[config.mk]
export PLATFORM = sky130hd
export DESIGN_NAME = bitonic_batch_loader_flat
export DESIGN_NICKNAME = d
export VERILOG_FILES = /design/src/rtl/bitonic_batch_loader_if.sv /design/src/rtl/bitonic_batch_loader.sv /design/src/flat_wrapper.sv
export SDC_FILE = /design/constraint.sdc
export NUM_CORES = 1
export LEC_CHECK = 0
export CAP_MARGIN = 25
export CORE_ASPECT_RATIO = 1.75
export CORE_MARGIN = 2
export CORE_UTILIZATION = 34
export CTS_CLUSTER_DIAMETER = 150
export DETAILED_ROUTE_END_ITERATION = 10
export HOLD_SLACK_MARGIN = 0.15
export PLACE_DENSITY = 0.66
export SETUP_SLACK_MARGIN = 0.2
export SYNTH_ARGS = -nofsm -noshare
export SYNTH_HDL_FRONTEND = slang
export SYNTH_SLANG_ARGS = --single-unit
[constraint.sdc]
create_clock -name clk -period 3 [get_ports clk]
set_clock_uncertainty 0.1 [all_clocks]
set_input_delay 0.45 -clock clk [delete_from_list [all_inputs] [get_ports clk]]
set_output_delay 0.45 -clock clk [all_outputs]
set_load 0.005 [all_outputs]
[src/rtl/bitonic_batch_loader_if.sv]
// Handshake and batch bus between the record source, the batch loader and
// the bitonic sorting network downstream.
interface bitonic_batch_loader_if #(
  parameter int NUM = 4,
  parameter int W   = 16
);
  localparam int CW = $clog2(NUM + 1);

  logic                 in_valid;
  logic                 in_ready;
  logic [W-1:0]         in_data;
  logic                 direction;
  logic                 flush;
  logic                 batch_valid;
  logic                 batch_ready;
  logic [NUM*W-1:0]     batch_data;
  logic [CW-1:0]        batch_count;
  logic                 batch_direction;

  modport master (
    output in_valid, in_data, direction, flush, batch_ready,
    input  in_ready, batch_valid, batch_data, batch_count, batch_direction
  );

  modport slave (
    input  in_valid, in_data, direction, flush, batch_ready,
    output in_ready, batch_valid, batch_data, batch_count, batch_direction
  );
endinterface

[src/rtl/bitonic_batch_loader.sv]
// Gathers serial records into a NUM-wide batch held stable for the bitonic
// network; partial batches closed by flush are padded to sort to the tail.
module bitonic_batch_loader #(
  parameter int NUM = 4,
  parameter int W   = 16
) (
  input  logic                   clk,
  input  logic                   rst,
  bitonic_batch_loader_if.slave  bus
);
  localparam int CW = $clog2(NUM + 1);

  localparam logic [0:0] FILL = 1'b0;
  localparam logic [0:0] HOLD = 1'b1;

  logic [0:0]       state;
  logic [CW-1:0]    cnt;
  logic [CW-1:0]    post;
  logic             xfer;
  logic             close;
  logic             dir_eff;
  logic [W-1:0]     pad;
  logic [NUM*W-1:0] data_q;
  logic [CW-1:0]    count_q;
  logic             dir_q;

  always_comb begin
    xfer    = (state == FILL) && bus.in_valid;
    post    = cnt + CW'(xfer);
    close   = (state == FILL) && ((post == CW'(NUM)) || (bus.flush && (post != '0)));
    // A flush together with the first record must pad using that record's direction.
    dir_eff = (xfer && (cnt == '0)) ? bus.direction : dir_q;
    pad     = {W{dir_eff}};
  end

  always_ff @(posedge clk or posedge rst) begin
    if (rst) begin
      state   <= FILL;
      cnt     <= '0;
      data_q  <= '0;
      count_q <= '0;
      dir_q   <= 1'b0;
    end else if (state == FILL) begin
      if (xfer) begin
        cnt <= post;
        if (cnt == '0) dir_q <= bus.direction;
      end
      for (int unsigned i = 0; i < NUM; i++) begin
        if (xfer && (CW'(i) == cnt))
          data_q[i*W +: W] <= bus.in_data;
        else if (close && (CW'(i) >= post))
          data_q[i*W +: W] <= pad;
      end
      if (close) begin
        state   <= HOLD;
        count_q <= post;
      end
    end else if (bus.batch_ready) begin
      state <= FILL;
      cnt   <= '0;
    end
  end

  assign bus.in_ready        = (state == FILL);
  assign bus.batch_valid     = (state == HOLD);
  assign bus.batch_data      = data_q;
  assign bus.batch_count     = count_q;
  assign bus.batch_direction = dir_q;
endmodule

[src/flat_wrapper.sv]
// flat-port wrapper written by rule: the top's interface ports become plain ports
module bitonic_batch_loader_flat 
#(
  parameter int NUM = 4,
  parameter int W   = 16
)
  (clk, rst, bus_in_valid, bus_in_data, bus_direction, bus_flush, bus_batch_ready, bus_in_ready, bus_batch_valid, bus_batch_data, bus_batch_count, bus_batch_direction);
  bitonic_batch_loader_if #(.NUM(NUM), .W(W)) bus_i ();
  input  logic clk;
  input  logic rst;
  input wire logic [$bits(bus_i.in_valid)-1:0] bus_in_valid;
  input wire logic [$bits(bus_i.in_data)-1:0] bus_in_data;
  input wire logic [$bits(bus_i.direction)-1:0] bus_direction;
  input wire logic [$bits(bus_i.flush)-1:0] bus_flush;
  input wire logic [$bits(bus_i.batch_ready)-1:0] bus_batch_ready;
  output wire logic [$bits(bus_i.in_ready)-1:0] bus_in_ready;
  output wire logic [$bits(bus_i.batch_valid)-1:0] bus_batch_valid;
  output wire logic [$bits(bus_i.batch_data)-1:0] bus_batch_data;
  output wire logic [$bits(bus_i.batch_count)-1:0] bus_batch_count;
  output wire logic [$bits(bus_i.batch_direction)-1:0] bus_batch_direction;
  assign bus_i.in_valid = bus_in_valid;
  assign bus_i.in_data = bus_in_data;
  assign bus_i.direction = bus_direction;
  assign bus_i.flush = bus_flush;
  assign bus_i.batch_ready = bus_batch_ready;
  assign bus_in_ready = bus_i.in_ready;
  assign bus_batch_valid = bus_i.batch_valid;
  assign bus_batch_data = bus_i.batch_data;
  assign bus_batch_count = bus_i.batch_count;
  assign bus_batch_direction = bus_i.batch_direction;
  bitonic_batch_loader #(.NUM(NUM), .W(W)) u_core (.clk(clk), .rst(rst), .bus(bus_i));
endmodule
==> impl_metrics.csv <==
group,metric,value,unit
clock_network,cts_sinks,72,
clock_network,post_cts_buffers,0,
synthesis,synthTopCellsByCount,"dfrtp_1, nand2_1, o21ai_0",
layout,syn_to_final_growth,38.8,%
setup_path,path_buf_inv,1,
clock_network,ctsHoldBuffers,0,
setup_path,cpMostUsedCell,"ha_1",
timing,max_freq,389,MHz
setup_path,critPathArrivalTime,2.68,ns
synthesis,yosysTopAreaCell,"dfrtp_1",
drt,postRouteAntennaNets,0,
timing,report.final.slew_viol_count,0,
timing,rsz0062_at_grt,"no",
synthesis,yosysSeqAreaShare,0.563,
run,max-cap-violations,0,
placed_design,port_buffers,91,
synthesis,synthArstFlopShare,1.00,
timing,tightest_slew,0.587,ns
synthesis,synthFlopType,"dfrtp_1",
clock_network,cts_resized,0,
timing,slew_headroom,0.609,
clock_network,cts_root_buffer,"clkbuf_16",
synthesis,synth_cell_type_count,43,
setup_path,crit_family,"simple AND/OR/NAND/NOR gates",
synthesis,yosysMostFrequentCell,"dfrtp_1",
setup_path,cp_cell_sequence,"clkdlybuf4s50_1 -> nor2b_1 -> ha_1 -> ha_1 -> xor2_2 -> or3_4 -> nand2_2 -> o221a_2",
placed_design,dp_hpwl,6230,µm
die,die_width,77.3,µm
placed_design,globalplace.congestion,0.821,
synthesis,synth_edf_count,0,
power_and_ir_drop,p_leak,1.77,nW
timing,setup_tns,0,ns
timing,min_period,2.57,ns
setup_path,crit_type,"input port to flop",
die,die-area,10200,µm²
setup_path,worst-endpoint-required,3.11,ns
setup_path,path_max_fanout,16,
grt,antenna_found_initial,0,
grt,busiest_layer,"met2",
layout,final_layout_size_suffix_gt1_frac,0.222,
synthesis,syn_avg_cell_area,12.2,µm²
die,ioPinCount,92,
layout,regArea,1800,µm²
setup_path,cpMaxStageDelayCell,"clkdlybuf4s50_1",
grt,met1_usage,0.204,
grt,grt_pass1_wl,13400,µm
die,rows,46,
clock_network,cts_inserted_buffers,9,
drt,routed_wl,8490,µm
clock_network,ctsHtreeMaxLevel,3,
grt,grt_max_degree,39,
drt,first_iter_violations,120,
clock_network,clock_path_buffers,2,
synthesis,synth_nets,286,
synthesis,yosys_warnings,0,
drt,via_per_inst,5.04,
status,status,"finished clean",
setup_path,cp-start-kind,"input port",
grt,gr-usage-met3,0.0438,
drt,wl_per_cell,17.8,µm
layout,diodes,0,
grt,overflow,0,
timing,worst_slack,0.431,ns
grt,grt_pass1_vias,2453,
power_and_ir_drop,powerDensity,1190,nW/µm²
timing,period_share,0.856,
grt,use_met2,0.291,
grt,grt_usage,0.172,
layout,final_core_util,0.488,
power_and_ir_drop,ir_drop,578,µV
die,initial_utilization,0.352,
layout,nets,378,
die,core,9090,µm²
layout,nFillCells,871,
synthesis,synth.area.top_cells,"dfrtp_1, mux2_2, o221a_2, nand2_1, o21ai_0",
clock_network,worstSkewPairLatency,0.33,ns
min_path,hp-class,"input port to async pin",
die,die_y,132,µm
drt,drt_pass1_iterations,4,
clock_network,clk_pin_slew_worst_paths,0.05,ns
setup_path,slowest_delay,0.47,ns
clock_network,cts_tree,"built",
setup_path,cp-end-kind,"flop",
drt,vias,2399,
drt,drc_errors,0,
timing,setup_viol,0,
placed_design,preCtsSetupSlack,0.0954,ns
layout,multi_input_area,1270,µm²
synthesis,netlist.area_leader.share,0.563,
timing,hold_violations,0,
synthesis,ys_seq_elements,72,
synthesis,syn_area,3200,µm²
synthesis,netlist_instances,262,
## flip-flops by register name, indices dropped and copies added (netlist names)
name and flops:
u_core.bus.batch_count 3, u_core.bus.batch_data 64, u_core.bus.batch_direction 1, u_core.bus.batch_valid 1, u_core.cnt 3
## metal layers
metal  part of all wire  wire (µm)
met3              0.058        490
met1               0.40       3390
met4              0.025        208
met5                  0          0
met2               0.52       4400
## cell families after synthesis
kind of cell             count (synthesis)  share of synthesized area
XOR/XNOR                                 3                     0.0106
multiplexers                            18                     0.0634
AO/OA/AOI/OAI                           75                      0.187
adder cells (fa/ha/maj)                  2                    0.00782
AND/OR/NAND/NOR                         74                      0.128
flip-flops                              72                      0.563
buffers and inverters                   18                     0.0395
## placed cells by master, fill, tap and decap left out, drive strengths merged
master          n
clkinv          2
or4b            1
clkbuf         11
nor2           20
buf             6
clkdlybuf4s50  91
nor2b           1
and3b           1
ha              2
nor4b           2
a21oi           2
and2            1
nor3            4
o221a          16
nand3b          1
nor3b           1
xor2            1
o21bai          1
nand2b          3
or3             1
a31o            1
a21boi         16
nand3           1
inv             2
dfrtp          72
o21ai          35
mux2           18
o21a            1
nand2          37
a31oi           1
xnor2           2
a22o            2
## stage by stage
step | power (mW) | hold slack, ns | cell area [µm²] | std cells
after CTS | 5.37 | 0.255 | 4440 | 476
after detailed placement | 4.44 | 0.395 | 4200 | 463
final | 5.29 | 0.259 | 4440 | 476
after global placement | 4.37 | 0.390 | 4200 | 463
after global routing | 5.64 | 0.275 | 4440 | 476
after floorplan | 3.16 | 0.388 | 3200 | 262
## final timing paths
check                                                      from                                    end  slack, ns  cells after the start
max                                                bus_in_valid  u_core.bus.batch_data[58]$_DFFE_PP0P_       0.43                      8
min                                                         rst  u_core.bus.batch_data[34]$_DFFE_PP0P_       0.26                      2
max in group asynchronous                                   rst  u_core.bus.batch_count[0]$_DFFE_PP0P_       1.75                      3
max reg2reg                    u_core.bus.batch_valid$_DFF_PP0_  u_core.bus.batch_data[58]$_DFFE_PP0P_       0.47                      7
min reg2reg                u_core.bus.batch_data[0]$_DFFE_PP0P_   u_core.bus.batch_data[0]$_DFFE_PP0P_       0.40                      1
min in group clk           u_core.bus.batch_data[0]$_DFFE_PP0P_   u_core.bus.batch_data[0]$_DFFE_PP0P_       0.40                      1
## power by group
group | total [mW] | switching, mW | internal (mW) | leakage, nW
sequential | 1.85 | 0.357 | 1.49 | 0.835
combinational | 2.53 | 0.974 | 1.56 | 0.818
clock | 0.910 | 0.368 | 0.542 | 0.121
total | 5.29 | 1.70 | 3.59 | 1.77
## layout make-up
type | count | area share
Sequential cell | 72 | 0.406
Multi-Input combinational cell | 172 | 0.286
Timing Repair Buffer | 97 | 0.218
Clock buffer | 11 | 0.0524
Tap cell | 120 | 0.0338
Clock inverter | 2 | 0.00225
Inverter | 2 | 0.00169
No activity file was read; power rests on OpenSTA's default activity.
==> patch: new RTL, same flow settings <==
`NUM` is set to 4 in 3 places; all go to 8.
--- a/src/rtl/bitonic_batch_loader_if.sv
+++ b/src/rtl/bitonic_batch_loader_if.sv
@@ -3,3 +3,3 @@
 interface bitonic_batch_loader_if #(
-  parameter int NUM = 4,
+  parameter int NUM = 8,
   parameter int W   = 16
--- a/src/rtl/bitonic_batch_loader.sv
+++ b/src/rtl/bitonic_batch_loader.sv
@@ -3,3 +3,3 @@
 module bitonic_batch_loader #(
-  parameter int NUM = 4,
+  parameter int NUM = 8,
   parameter int W   = 16
--- a/src/flat_wrapper.sv
+++ b/src/flat_wrapper.sv
@@ -3,3 +3,3 @@
 #(
-  parameter int NUM = 4,
+  parameter int NUM = 8,
   parameter int W   = 16
Interface: changed (resized bus_batch_count and bus_batch_data); port bits go from 92 to 157. The function was not compared with the original's and may differ.
==> patch against the original RTL <==
Sequential cell count is 66 higher. Non-clock buffer count is 94 higher. Critical path depth is 1 higher. Final area is 110% higher. Routed wire length grew to 2.6 times the old value. Worst setup slack worse by 0.021 ns. Global-route usage is 4.6 points higher. Area after synthesis is 110% higher. Register-to-register slack better by 0.02 ns. Total power is 110% higher. Largest cell class unchanged. Largest power group unchanged. Highest routed layer unchanged.
==> patch: results <==
group,metric,value,unit
layout,n_all_inverters,6,
global_routing,met3_usage,4.48,%
yosys,synthTopCellsByArea,"dfrtp_1 52%, mux2_2 8.8%, a31oi_1 6.1%",
layout,diodes,1,
yosys,synth_fa_ha_area_share,0.377,%
routing,wl_met1,7.59,mm
layout,layout-drive-gt1-share,23.0,%
routing,wl_met3,1.18,mm
power_and_ir_drop,p_leak,3.69,nW
layout,buffer_area_share,20.8,%
clocking,clock_latency,0.41,ns
setup_path,r2r_cells,6,
layout,multiInputCombCellCount,365,
layout,nets,743,
layout,seq_cell_count,138,
setup_path,r2r-start,"u_core.cnt[0]$_DFFE_PP0P_",
timing,slew_headroom,49.0,%
place,hpwl,15.4,mm
outcome,outcome,"completed",
layout,multi_input_area_share,31.4,%
setup_path,worstPathMaxFanout,7,
global_routing,gr-usage-met1,23.5,%
layout,nFillCells,1690,
yosys,synth_common_cells,"138 x dfrtp_1, 65 x a31oi_1, 52 x mux2_2, 43 x clkbuf_1, 42 x nand2_1",
global_routing,grt_use_total,21.8,%
global_routing,grt_max_degree,60,
clocking,htreeDepth,4,
setup_path,r2r_setup_slack,0.49,ns
power_and_ir_drop,ir_drop,0.000440,V
place,gp_congestion,0.837,
yosys,synth_compound_area_share,18.5,%
layout,clock_buffers,18,
yosys,synth_cell_types,55,
setup_path,crit_end,"u_core.bus.batch_count[0]$_DFFE_PP0P_",
setup_path,cp_top_family,"buffers and inverters",
place,port_buffers,156,
yosys,muxShareOfSynthArea,12.0,%
global_routing,grt_pass1_wl,33.5,mm
layout,largest_reg_flops,128,
yosys,syn_area_per_cell,11.4,µm²
clocking,numCtsBuffers,17,
## patch: cell count changes in the layout (fill, tap and decap cells not counted), sizes merged, moves of 28 or more
cell           before  now
buf                 6   35
mux2               18   68
a211oi              0   32
nor3                4   33
nand3               1   33
a31oi               1   65
o21ai              35    7
dfrtp              72  138
clkdlybuf4s50      91  156
## patch: metrics by stage
| step | setup slack, ns | util, % | hold slack, ns |
|---|---|---|---|
| 3_5_place_dp | -0.0227 | 44.9 | 0.384 |
| 5_1_grt | 0.324 | 48.2 | 0.406 |
| 4_1_cts | 0.417 | 48.2 | 0.362 |
| 2_1_floorplan | 0.215 | - | 0.389 |
| 3_3_place_gp | 0.128 | 44.9 | 0.375 |
| 6_report | 0.410 | 48.2 | 0.361 |
## patch: where the power goes
part | internal, W | total [W] | switching [W]
Sequential | 0.00280 | 0.00345 | 0.000651
Clock | 0.00135 | 0.00220 | 0.000855
Combinational | 0.00316 | 0.00548 | 0.00232
Total | 0.00731 | 0.0111 | 0.00382
